### config.mk
export PLATFORM = sky130hd
export DESIGN_NAME = median_feeder
export DESIGN_NICKNAME = d
export VERILOG_FILES = /design/src/rtl/median_feeder.sv
export SDC_FILE = /design/constraint.sdc
export NUM_CORES = 1
export LEC_CHECK = 0
export CELL_PAD_IN_SITES_DETAIL_PLACEMENT = 1
export CELL_PAD_IN_SITES_GLOBAL_PLACEMENT = 1
export CORE_MARGIN = 5
export CORE_UTILIZATION = 28
export DETAILED_ROUTE_END_ITERATION = 16
export GPL_ROUTABILITY_DRIVEN = 0
export GPL_TIMING_DRIVEN = 0
export MAX_ROUTING_LAYER = met4
export PLACE_DENSITY = 0.6
export SLEW_MARGIN = 5
export SYNTH_ARGS = -nofsm -noshare
export SYNTH_HDL_FRONTEND = slang
export SYNTH_SLANG_ARGS = --single-unit
### constraint.sdc
create_clock -name clk -period 8.8 [get_ports clk]
set_clock_uncertainty 0.2 [all_clocks]
set_input_delay 1.32 -clock clk [delete_from_list [all_inputs] [get_ports clk]]
set_output_delay 1.32 -clock clk [all_outputs]
set_load 0.01 [all_outputs]
### src/rtl/median_feeder.sv
`default_nettype none
// ----------------------------------------------------------------------------
// median_feeder: streams a stored frame as column triplets into median_filter and
// tags valid medians. Build macro MEDIAN_FEEDER_BORDER_EN adds edge replication. Rev 1.0
// ----------------------------------------------------------------------------
module median_feeder #(
  parameter int IMG_W  = 640,
  parameter int IMG_H  = 480,
  parameter int ADDR_W = 19,
  localparam int XW    = $clog2(IMG_W),
  localparam int YW    = $clog2(IMG_H)
) (
  input  logic              clk,
  input  logic              rst,
  input  logic              start,
  output logic              busy,
  output logic              done,
  output logic              rd_en,
  output logic [ADDR_W-1:0] rd_addr,
  input  logic [7:0]        rd_data,
  output logic [7:0]        o_data,
  output logic              o_en1,
  output logic              o_en2,
  output logic              med_valid,
  output logic [XW-1:0]     med_x,
  output logic [YW-1:0]     med_y
);
  localparam int CW = $clog2(IMG_W + 2);
  localparam int RW = $clog2(IMG_H + 1);
`ifdef MEDIAN_FEEDER_BORDER_EN
  localparam int COL_LAST  = IMG_W + 1;
  localparam int ROW_FIRST = 0;
  localparam int ROW_LAST  = IMG_H - 1;
  localparam int X_OFS     = 2;
`else
  localparam int COL_LAST  = IMG_W - 1;
  localparam int ROW_FIRST = 1;
  localparam int ROW_LAST  = IMG_H - 2;
  localparam int X_OFS     = 1;
`endif

  localparam logic [1:0] S_IDLE   = 2'd0;
  localparam logic [1:0] S_STREAM = 2'd1;
  localparam logic [1:0] S_FLUSH  = 2'd2;
  localparam logic [1:0] S_DRAIN  = 2'd3;

  logic [1:0]        r_state, w_next;
  logic [1:0]        r_ph;
  logic [CW-1:0]     r_col;
  logic [RW-1:0]     r_row;
  logic              w_active, w_col_end, w_last_read;
  int                w_rr, w_cc;
  logic [ADDR_W-1:0] w_addr;
  logic              r_rd_d, r_en1, r_en2, r_done, r_mv;
  logic              r_ct_v, r_s0_v, r_s1_v;
  logic [XW-1:0]     r_ct_x, r_s0_x, r_s1_x, r_mx;
  logic [YW-1:0]     r_ct_y, r_s0_y, r_s1_y, r_my;

  assign w_col_end   = (r_ph == 2'd2);
  assign w_last_read = w_col_end && (r_col == CW'(COL_LAST)) && (r_row == RW'(ROW_LAST));

  always_ff @(posedge clk) begin
    if (rst) r_state <= S_IDLE;
    else     r_state <= w_next;
  end

  always_comb begin
    w_next = r_state;
    case (r_state)
      S_IDLE:   if (start) w_next = S_STREAM;
      S_STREAM: if (w_last_read) w_next = S_FLUSH;
      S_FLUSH:  if (w_col_end && (r_col == CW'(1))) w_next = S_DRAIN;
      S_DRAIN:  if (r_mv) w_next = S_IDLE;
      default:  w_next = S_IDLE;
    endcase
  end

  always_comb begin
    busy     = (r_state != S_IDLE);
    rd_en    = (r_state == S_STREAM);
    w_active = (r_state == S_STREAM) || (r_state == S_FLUSH);
    rd_addr  = rd_en ? w_addr : '0;
  end

  // Rows y-1..y+1 for the current phase; border build clamps both indices into the frame.
  always_comb begin
    w_rr = int'(r_row) + int'(r_ph) - 1;
    w_cc = int'(r_col);
`ifdef MEDIAN_FEEDER_BORDER_EN
    w_cc = w_cc - 1;
    if (w_rr < 0) w_rr = 0;
    else if (w_rr > IMG_H - 1) w_rr = IMG_H - 1;
    if (w_cc < 0) w_cc = 0;
    else if (w_cc > IMG_W - 1) w_cc = IMG_W - 1;
`endif
    w_addr = ADDR_W'(w_rr * IMG_W + w_cc);
  end

  // In FLUSH r_col is reused to count the two dummy columns.
  always_ff @(posedge clk) begin
    if (rst || (r_state == S_IDLE)) begin
      r_ph  <= 2'd0;
      r_col <= '0;
      r_row <= RW'(ROW_FIRST);
    end else if (w_col_end) begin
      r_ph <= 2'd0;
      if ((r_state == S_STREAM) && (r_col == CW'(COL_LAST))) begin
        r_col <= '0;
        r_row <= r_row + RW'(1);
      end else begin
        r_col <= r_col + CW'(1);
      end
    end else begin
      r_ph <= r_ph + 2'd1;
    end
  end

  always_ff @(posedge clk) begin
    if (rst) begin
      r_rd_d <= 1'b0;
      r_en1  <= 1'b0;
      r_en2  <= 1'b0;
      r_done <= 1'b0;
      r_mv   <= 1'b0;
      r_ct_v <= 1'b0;
      r_ct_x <= '0;
      r_ct_y <= '0;
      r_s0_v <= 1'b0;
      r_s0_x <= '0;
      r_s0_y <= '0;
      r_s1_v <= 1'b0;
      r_s1_x <= '0;
      r_s1_y <= '0;
      r_mx   <= '0;
      r_my   <= '0;
    end else begin
      r_rd_d <= rd_en;
      r_en1  <= w_active && !w_col_end;
      r_en2  <= w_active && w_col_end;
      r_done <= (r_state == S_DRAIN) && r_mv;
      if (w_active && w_col_end) begin
        r_ct_v <= (r_state == S_STREAM) && (r_col >= CW'(2));
        r_ct_x <= XW'(r_col - CW'(X_OFS));
        r_ct_y <= YW'(r_row);
      end
      // Tag of column k leaves the pipe when column k+2 is captured by the filter.
      if (r_en2) begin
        r_s0_v <= r_ct_v;
        r_s0_x <= r_ct_x;
        r_s0_y <= r_ct_y;
        r_s1_v <= r_s0_v;
        r_s1_x <= r_s0_x;
        r_s1_y <= r_s0_y;
      end
      r_mv <= r_en2 && r_s1_v;
      if (r_en2 && r_s1_v) begin
        r_mx <= r_s1_x;
        r_my <= r_s1_y;
      end
    end
  end

  assign o_data    = r_rd_d ? rd_data : 8'd0;
  assign o_en1     = r_en1;
  assign o_en2     = r_en2;
  assign done      = r_done;
  assign med_valid = r_mv;
  assign med_x     = r_mx;
  assign med_y     = r_my;

endmodule
`default_nettype wire

; ---- Word level (Yosys, flattened, before mapping)
; Cells that the tools add are included.
[classes]
add_sub_neg = 7
multipliers = 1
n_div = 0
magnitude_cmp = 1
eq_ne = 11
n_shift = 0
muxes = 8
bitwise = 0
n_reduce_logical = 17
[ops]
columns = cell, n
row1 = $add 19x11->19, 1
row2 = $mux 19, 1
row3 = $mul 11x4->12 const B, 1
row4 = $sub 10x1->11 const B, 1
row5 = $add 10x1->10 const B, 1
row6 = $add 9x2->10, 1
row7 = $eq 10x1->1 const B, 1
row8 = $eq 10x10->1 const B, 1
row9 = $ge 10x2->1 const B, 1
row10 = $mux 10, 1
row11 = $sub 10x1->10 const B, 1
row12 = $add 9x1->9 const B, 1
row13 = $eq 9x9->1 const B, 1
row14 = $logic_and 1x1->1, 9
row15 = $mux 2, 4
row16 = $mux 8, 1
row17 = $pmux 2 s4, 1
row18 = $eq 2x2->1 const B, 3
row19 = $ne 2x2->1 const B, 3
row20 = $reduce_and 4->1, 1
row21 = $add 2x1->2 const B, 1
row22 = $eq 2x1->1 const B, 1
row23 = $logic_not 2->1, 1
row24 = $logic_or 1x1->1, 2
row25 = 5 further kinds, 5
[word_totals]
regBits = 107
latchBits = 0
ramBits = 0
romBits = 0
out_inout_bits = 52
n_memories = 0

; ---- Logic depth before layout (Yosys ltp)
; Gate-level depths: netlist (run 1).
[logic_depth]
ltp_word = 5
depth_mapped = 19
ltp_nobuf = 19

; ---- Worst setup path before layout (run 1)
; Ideal clock, no wire load.
[synth_path]
path_type = reg2out
startpoint = register r_row[1]
endpoint = output rd_addr[18]
t_arrival_ns = 4.066
required_time_ns = 7.280
path_slack_ns = 3.214
stages_incl_launch_ff = 20
path_buffers = 0
cell_sequence = dfxtp_1 inv_1 ha_1 inv_1 ha_1 fa_1 a211oi_1 nor2_1 nor2_1 nor2_1 nor2_1 xnor2_1 ha_1 ha_1 o21a_1 nor2_1 or4_4 a2111oi_2 nand4_1 mux2i_1
[synth_via]
elab_chain_cells = 5
[synth_lines]
columns = element, line_no
row1 = from (decl), 50  ; logic [RW-1:0] r_row;
row2 = from (signal assigned), 104  ; r_row <= RW'(ROW_FIRST);
row3 = from (signal assigned), 109  ; r_row <= r_row + RW'(1);
row4 = $add 9x2->10, 87  ; w_rr = int'(r_row) + int'(r_ph) - 1;
row5 = $sub 10x1->11, 87
row6 = $mul 11x4->12, 96  ; w_addr = ADDR_W'(w_rr * IMG_W + w_cc);
row7 = $add 19x11->19, 96
row8 = $mux 19, 82  ; rd_addr = rd_en ? w_addr : '0;
row9 = to (decl), 19  ; output logic [ADDR_W-1:0] rd_addr,
; No other way between the ends.

; ---- Worst setup path in the final report (run 1)
; Ends and elaborated chain as after synthesis.

==> impl_metrics.csv, run 1 <==
group,metric,value,unit
placed_design,dp_hpwl,11400,µm
logic_synthesis,synth.lib_cells_used.distinct,49,
worst_setup_path,worst_path_dominant_cell_family,"adder cells",
cts,clk_latency,0.35,ns
logic_synthesis,synthesis.instances,649,
sta,final_max_slew_viol_count,0,
worst_setup_path,path_common_cell,"sky130_fd_sc_hd__nor2_1",
logic_synthesis,syn-cell-area,0.00559,mm²
sta,maxClockFrequency,147,MHz
sta,relSlewSlack,48.7,%
sta,setup_viol,0,
logic_synthesis,async_reset_ff_share,0,%
sta,hold-worst-slack,0.236,ns
detailed_routing,post_drt_via_cell_ratio,4.60,
global_route,grt_antenna_before_repair,0,
sta,setup_tns,0,ns
outcome,run_status,"finished clean",
worst_setup_path,crit_required,7.28,ns
finish,antenna_cell_count,0,
cts,post_cts_setup_inserts,0,
finish,final_nets,781,
logic_synthesis,dominantRegCellSynth,"sky130_fd_sc_hd__dfxtp_1",
sta,number_of_failing_hold_endpoints_at_the_final_stage,0,
detailed_routing,dr.pass1.iters,4,
global_route,total_congestion_overflow,0,
worst_setup_path,max_fanout_on_critical_path,6,
cts,cts-hold-fix-buffers,0,
detailed_routing,detail_route.iter0.violations,114,
cts,gates_resized_cts_repair,0,
placed_design,placed_area,0.00653,mm²
die,pin_count,63,
worst_setup_path,worstPathCellList,"inv_1 -> ha_1 -> inv_1 -> ha_1 -> fa_1 -> a211oi_1 -> nor2_1 -> nor2_1 -> nor2_1 -> nor2_1 -> xnor2_1 -> ha_1 -> ha_1 -> o21a_1 -> nor2_1 -> or4_4 -> a2111oi_2 -> nand4_1 -> mux2i_1 -> clkdlybuf4s50_1",
power,power.density_cell_area,172,mW/mm²
power,vdd.ir_drop.worst,68.3,µV
logic_synthesis,synth-edff-count,0,
worst_setup_path,slowest_stage,"sky130_fd_sc_hd__clkdlybuf4s50_1",
placed_design,place.port_buffers,61,
worst_setup_path,crit_buf_inv,3,
job,cap_violations,0,
finish,final_cell_count_no_fill,991,
power,power_leakage,0.00249,µW
finish,share_of_final_layout_standard_cells_stronger_than_drive_strength_1,3.86,%
detailed_routing,route.final.wire_length,14200,µm
global_route,number_of_global_route_vias_before_repair,4808,
worst_setup_path,path_class,"register to output pin",
sta,fin_crit_sh,77.2,%
cts,clk_root_buffer_cell,"sky130_fd_sc_hd__clkbuf_16",
power,power.total,1170,µW
die,start_util,28.6,%
logic_synthesis,postSynthNetCount,709,
cts,cts-root-to-sink-buffers,2,
cts,clk_transition_reported_paths,0.07,ns
logic_synthesis,sequential_cell_area_fraction_in_the_yosys_report,38.3,%
detailed_routing,detail_route.wl_per_cell,14.3,µm
die,placement_rows,51,
die,core_area,0.0195,mm²
logic_synthesis,synth.yosys.warnings,0,
worst_setup_path,cp_data_arrival_time,5.27,ns
cts,htreeDepth,3,
die,width_of_the_die,151,µm
finish,finalInstanceArea,0.00681,mm²
cts,tritoncts_clock_tree,"built",
logic_synthesis,syn_area_per_cell,8.61,µm²
die,fp.dieH,151,µm
cts,numCtsBuffers,9,
die,fp.dieArea,0.0229,mm²
worst_setup_path,crit_path_max_incr_delay,0.56,ns
sta,worst-slew-pin-transition,0.769,ns
detailed_routing,num_vias,4557,
logic_synthesis,yosys_register_bits,107,
worst_hold_path,min_path_type,"register to register",
global_route,wire_length_of_the_first_global_routing_pass,24200,µm
sta,grt_setup_unrepaired,"false",
worst_setup_path,timing.critical_path.from_type,"register",
worst_setup_path,endpoint_kind,"output pin",
detailed_routing,route.detailed.drc,0,
global_route,grt_max_degree,18,
global_route,gr-usage-all-layers,13.4,%
cts,numClockSinks,107,
detailed_routing,postRouteAntennaNets,0,
sta,finalWorstPathRequiredPeriod,6.79,ns
finish,synthToLayoutAreaGrowth,21.8,%
placed_design,placed_cells_incl_taps,975,
[cells in the mapped netlist, drive strengths merged (2+ instances only)]
library cell,count,area share (%)
clkbuf,23,1.5
xnor2,26,4.1
fa,3,1.1
ha,46,10
nor3b,2,0.27
a21o,6,0.83
a21oi,42,3.8
a31o,3,0.47
dfxtp,107,38
nor2b,2,0.22
nor4,4,0.45
o22ai,3,0.34
nor2,101,6.8
or2,2,0.22
nand3,7,0.63
buf,9,0.60
nand2b,5,0.56
and2,17,1.9
o21ai,9,0.81
xor2,15,2.4
a211oi,17,2.4
nand2,74,5.0
o21bai,2,0.27
a21boi,2,0.27
o21a,5,0.67
nand4,8,0.90
mux2i,43,7.7
or3,6,0.69
inv,32,2.1
or4,4,0.67
nor3,9,0.81
a211o,2,0.31
[stage by stage]
step           utilization (%)  setup slack (ns)
2_1_floorplan                -              3.21
3_3_place_gp              33.4              2.43
3_5_place_dp              33.4              2.34
4_1_cts                   34.9              1.92
5_1_grt                   34.9              1.65
6_report                  34.9              2.01
[path summary, 6_finish.rpt]
path	slack, ns	start	depth (start not counted)	to
max	2.01	r_row[1]	20	rd_addr[18]
min	0.24	r_ph[0]	1	r_ph[0]
max reg2reg	6.10	r_state[1]	8	r_row[7]
min reg2reg	0.24	r_ph[0]	1	r_ph[0]
[sequential cells by signal, indices dropped and copies added (netlist names), 2 cells and up]
signal,cells
r_ct_x,10
r_ph,2
r_state,2
med_y,9
r_s1_x,10
r_s0_x,10
r_col,10
r_s0_y,9
r_row,9
r_ct_y,9
med_x,10
r_s1_y,9
[cells by family (layout without fill, tap and decap cells)]
logic type               after synthesis  in the layout  share of synthesized area (%)
AO/OA/AOI/OAI                        100            100                           11.7
XOR/XNOR                              42             42                           6.83
adder cells (fa/ha/maj)               49             49                           11.4
buffers and inverters                 64            141                           4.30
flip-flops                           107            107                           38.3
multiplexers                          43             43                           7.70
AND/OR/NAND/NOR                      244            244                           19.8
[layer usage]
layer | global-route usage, % | routed length (µm) | vias up
li1 | - | - | 2347
met1 | 17.3 | 6970 | 2148
met2 | 22.0 | 6680 | 50
met3 | 1.50 | 343 | 12
met4 | 4.40 | 208 | 0
met5 | - | 0 | -
[layout make-up]
| type | instances | area (µm²) |
|---|---|---|
| fillers | 2324 | 12700 |
| multi-input cells | 478 | 3210 |
| flip-flops and latches | 107 | 2140 |
| repair buffers | 61 | 611 |
| well taps | 265 | 332 |
| clock buffers | 11 | 243 |
| plain buffers | 32 | 120 |
| inverters | 32 | 120 |
| clock inverters | 5 | 35.0 |
[placed cells by master (no fill, tap or decap), types with 17 or more instances in the layout]
| cell type | instances |
|---|---|
| sky130_fd_sc_hd__a21oi_1 | 42 |
| sky130_fd_sc_hd__and2_1 | 17 |
| sky130_fd_sc_hd__clkbuf_1 | 24 |
| sky130_fd_sc_hd__clkdlybuf4s50_1 | 61 |
| sky130_fd_sc_hd__dfxtp_1 | 107 |
| sky130_fd_sc_hd__ha_1 | 46 |
| sky130_fd_sc_hd__inv_1 | 32 |
| sky130_fd_sc_hd__mux2i_1 | 43 |
| sky130_fd_sc_hd__nand2_1 | 74 |
| sky130_fd_sc_hd__nor2_1 | 101 |
| sky130_fd_sc_hd__xnor2_1 | 26 |
[where the power goes]
| part | internal [µW] | switching (µW) |
|---|---|---|
| combinational | 119 | 162 |
| sequential | 496 | 9.46 |
| clock | 201 | 181 |
(Power assumes the default switching activity.)
==> inputs of run 2 (changes only) <==
==> constraint.sdc (replaced) <==
create_clock -name clk -period 6.3 [get_ports clk]
set_clock_uncertainty 0.2 [all_clocks]
set_input_delay 0.945 -clock clk [delete_from_list [all_inputs] [get_ports clk]]
set_output_delay 0.945 -clock clk [all_outputs]
set_load 0.01 [all_outputs]
==> impl_metrics.csv, run 2 (same netlist as run 1, synthesis figures left out) <==
group,metric,value,unit
outcome,run_status,"finished clean",
power,power_leakage,0.00253,µW
finish,synthToLayoutAreaGrowth,22.5,%
cts,clk_root_buffer_cell,"sky130_fd_sc_hd__clkbuf_16",
sta,number_of_failing_hold_endpoints_at_the_final_stage,0,
finish,antenna_cell_count,0,
worst_setup_path,path_class,"register to output pin",
finish,fin_util,35.1,%
worst_setup_path,path_common_cell,"sky130_fd_sc_hd__nor2_1",
cts,tritoncts_clock_tree,"built",
worst_setup_path,setup.worst_path.end,"rd_addr[18]",
finish,layout.cells.most_common_list,"106 x sky130_fd_sc_hd__dfxtp_1, 101 x sky130_fd_sc_hd__nor2_1, 74 x sky130_fd_sc_hd__nand2_1, 58 x sky130_fd_sc_hd__clkdlybuf4s50_1, 44 x sky130_fd_sc_hd__ha_1",
power,power.share.sequential,42.9,%
worst_setup_path,crit_buf_inv,3,
power,power_switching_share,30.4,%
sta,setup_tns,0,ns
sta,grt_setup_unrepaired,"false",
placed_design,place.port_buffers,61,
global_route,wire_length_of_the_first_global_routing_pass,24200,µm
worst_hold_path,hold_start,"r_ph[0]",
global_route,grt_max_degree,18,
detailed_routing,detail_route.wl_per_cell,14.4,µm
power,pwr-share-clk,32.5,%
detailed_routing,dr.pass1.iters,4,
cts,cts-hold-fix-buffers,0,
worst_setup_path,worst-r2r-cell-count,8,
worst_setup_path,worstPathCellList,"inv_1 -> ha_1 -> inv_1 -> ha_1 -> fa_1 -> a211oi_1 -> nor2_1 -> nor2_1 -> nor2_1 -> nor2_1 -> xnor2_1 -> ha_1 -> ha_4 -> o21a_1 -> nor2_1 -> or4_4 -> a2111oi_4 -> nand4_1 -> mux2i_1 -> dlygate4sd2_1",
worst_setup_path,r2r_end,"r_row[7]",
worst_setup_path,cp_data_arrival_time,4.83,ns
worst_setup_path,max_fanout_on_critical_path,6,
die,fp.dieArea,0.0229,mm²
detailed_routing,detail_route.iter0.violations,98,
worst_setup_path,crit_path_start,"r_row[1]",
finish,finalInstanceArea,0.00685,mm²
sta,fin_crit_sh,94.9,%
detailed_routing,route.final.wire_length,14200,µm
power,power_report.internal_total,1140,µW
power,power.density_cell_area,240,mW/mm²
worst_setup_path,rr_startpoint,"r_state[1]",
cts,htreeDepth,3,
power,vdd.ir_drop.worst,95.6,µV
job,cap_violations,0,
cts,cts-root-to-sink-buffers,2,
sta,maxClockFrequency,167,MHz
worst_setup_path,crit_path_max_incr_delay,0.53,ns
die,fp.dieH,151,µm
sta,setup_viol,0,
worst_hold_path,min_path_type,"register to register",
cts,post_cts_setup_inserts,0,
worst_setup_path,worst_path_dominant_cell_family,"adder cells",
worst_setup_path,timing.reg2reg.setup_slack,3.59,ns
sta,final_max_slew_viol_count,0,
detailed_routing,postRouteAntennaNets,0,
worst_setup_path,worstSetupPathDepth,20,
sta,relSlewSlack,48.7,%
detailed_routing,num_vias,4577,
sta,worst-slew-pin-transition,0.769,ns
sta,finalWorstPathRequiredPeriod,5.98,ns
detailed_routing,post_drt_via_cell_ratio,4.62,
worst_setup_path,slowest_stage,"sky130_fd_sc_hd__or4_4",
die,placement_rows,51,
global_route,number_of_global_route_vias_before_repair,4812,
cts,numClockSinks,107,
die,pin_count,63,
cts,numCtsBuffers,9,
worst_setup_path,timing.critical_path.from_type,"register",
placed_design,placed_area,0.00653,mm²
finish,share_of_final_layout_standard_cells_stronger_than_drive_strength_1,4.41,%
global_route,gr-usage-all-layers,13.4,%
finish,most_common_cell_after_layout_fill_and_taps_aside,"sky130_fd_sc_hd__dfxtp_1",
global_route,grt_antenna_before_repair,0,
placed_design,dp_hpwl,11400,µm
power,power.net_switching,500,µW
die,core_area,0.0195,mm²
worst_setup_path,crit_required,5.15,ns
power,power.total,1640,µW
worst_setup_path,endpoint_kind,"output pin",
global_route,total_congestion_overflow,0,
cts,clk_transition_reported_paths,0.07,ns
sta,hold-worst-slack,0.243,ns
cts,clk_latency,0.35,ns
finish,final_nets,781,
die,start_util,28.6,%
die,width_of_the_die,151,µm
power,p_comb_share,24.5,%
cts,gates_resized_cts_repair,4,
detailed_routing,route.detailed.drc,0,
-- run 2: metal layers --
metal / routed length, µm / global-route usage, %
met5: 0 / -
met2: 6710 / 22.0
met1: 6890 / 17.3
met3: 451 / 1.50
met4: 196 / 4.40
-- run 2: worst reg2reg max path, stage by stage (launching register included) --
cell and delay [ns]:
sky130_fd_sc_hd__dfxtp_1 0.35, sky130_fd_sc_hd__inv_1 0.09, sky130_fd_sc_hd__ha_1 0.44, sky130_fd_sc_hd__inv_1 0.30, sky130_fd_sc_hd__nor4b_4 0.53, sky130_fd_sc_hd__and4_1 0.33, sky130_fd_sc_hd__nand3_1 0.13, sky130_fd_sc_hd__xnor2_1 0.16
sky130_fd_sc_hd__nor2_1 0.05
-- run 2: power groups by stage --
stage / Combinational [µW] / Sequential, µW / Clock (µW)
final: 403 / 706 / 535
after global routing: 447 / 709 / 583
after CTS: 402 / 706 / 554
after detailed placement: 398 / 722 / 0
after global placement: 389 / 720 / 0
after floorplan: 257 / 719 / 0
-- run 2: layout make-up --
cell class | count | area (µm²)
fill | 2319 | 12700
clock inverter | 5 | 35.0
timing repair buffer | 61 | 614
clock buffer | 11 | 243
multi-input combinational | 478 | 3240
sequential | 107 | 2140
tap | 265 | 332
inverter | 32 | 120
buffer | 32 | 120
-- run 2: stage by stage --
step | cells | setup slack [ns]
5_1_grt | 991 | 0.0191
2_1_floorplan | 649 | 1.09
3_3_place_gp | 975 | 0.304
3_5_place_dp | 975 | 0.214
6_report | 991 | 0.323
4_1_cts | 991 | 0.0110
-- run 2: worst min path at each step --
stage / to / slack (ns) / cells after the start
6_report: r_ph[0] / 0.24 / 1
5_1_grt: r_ph[0] / 0.27 / 1
4_1_cts: r_ph[0] / 0.24 / 1
3_5_place_dp: r_ph[0] / 0.23 / 1
3_3_place_gp: r_ph[0] / 0.21 / 1
2_1_floorplan: r_ph[0] / 0.20 / 1
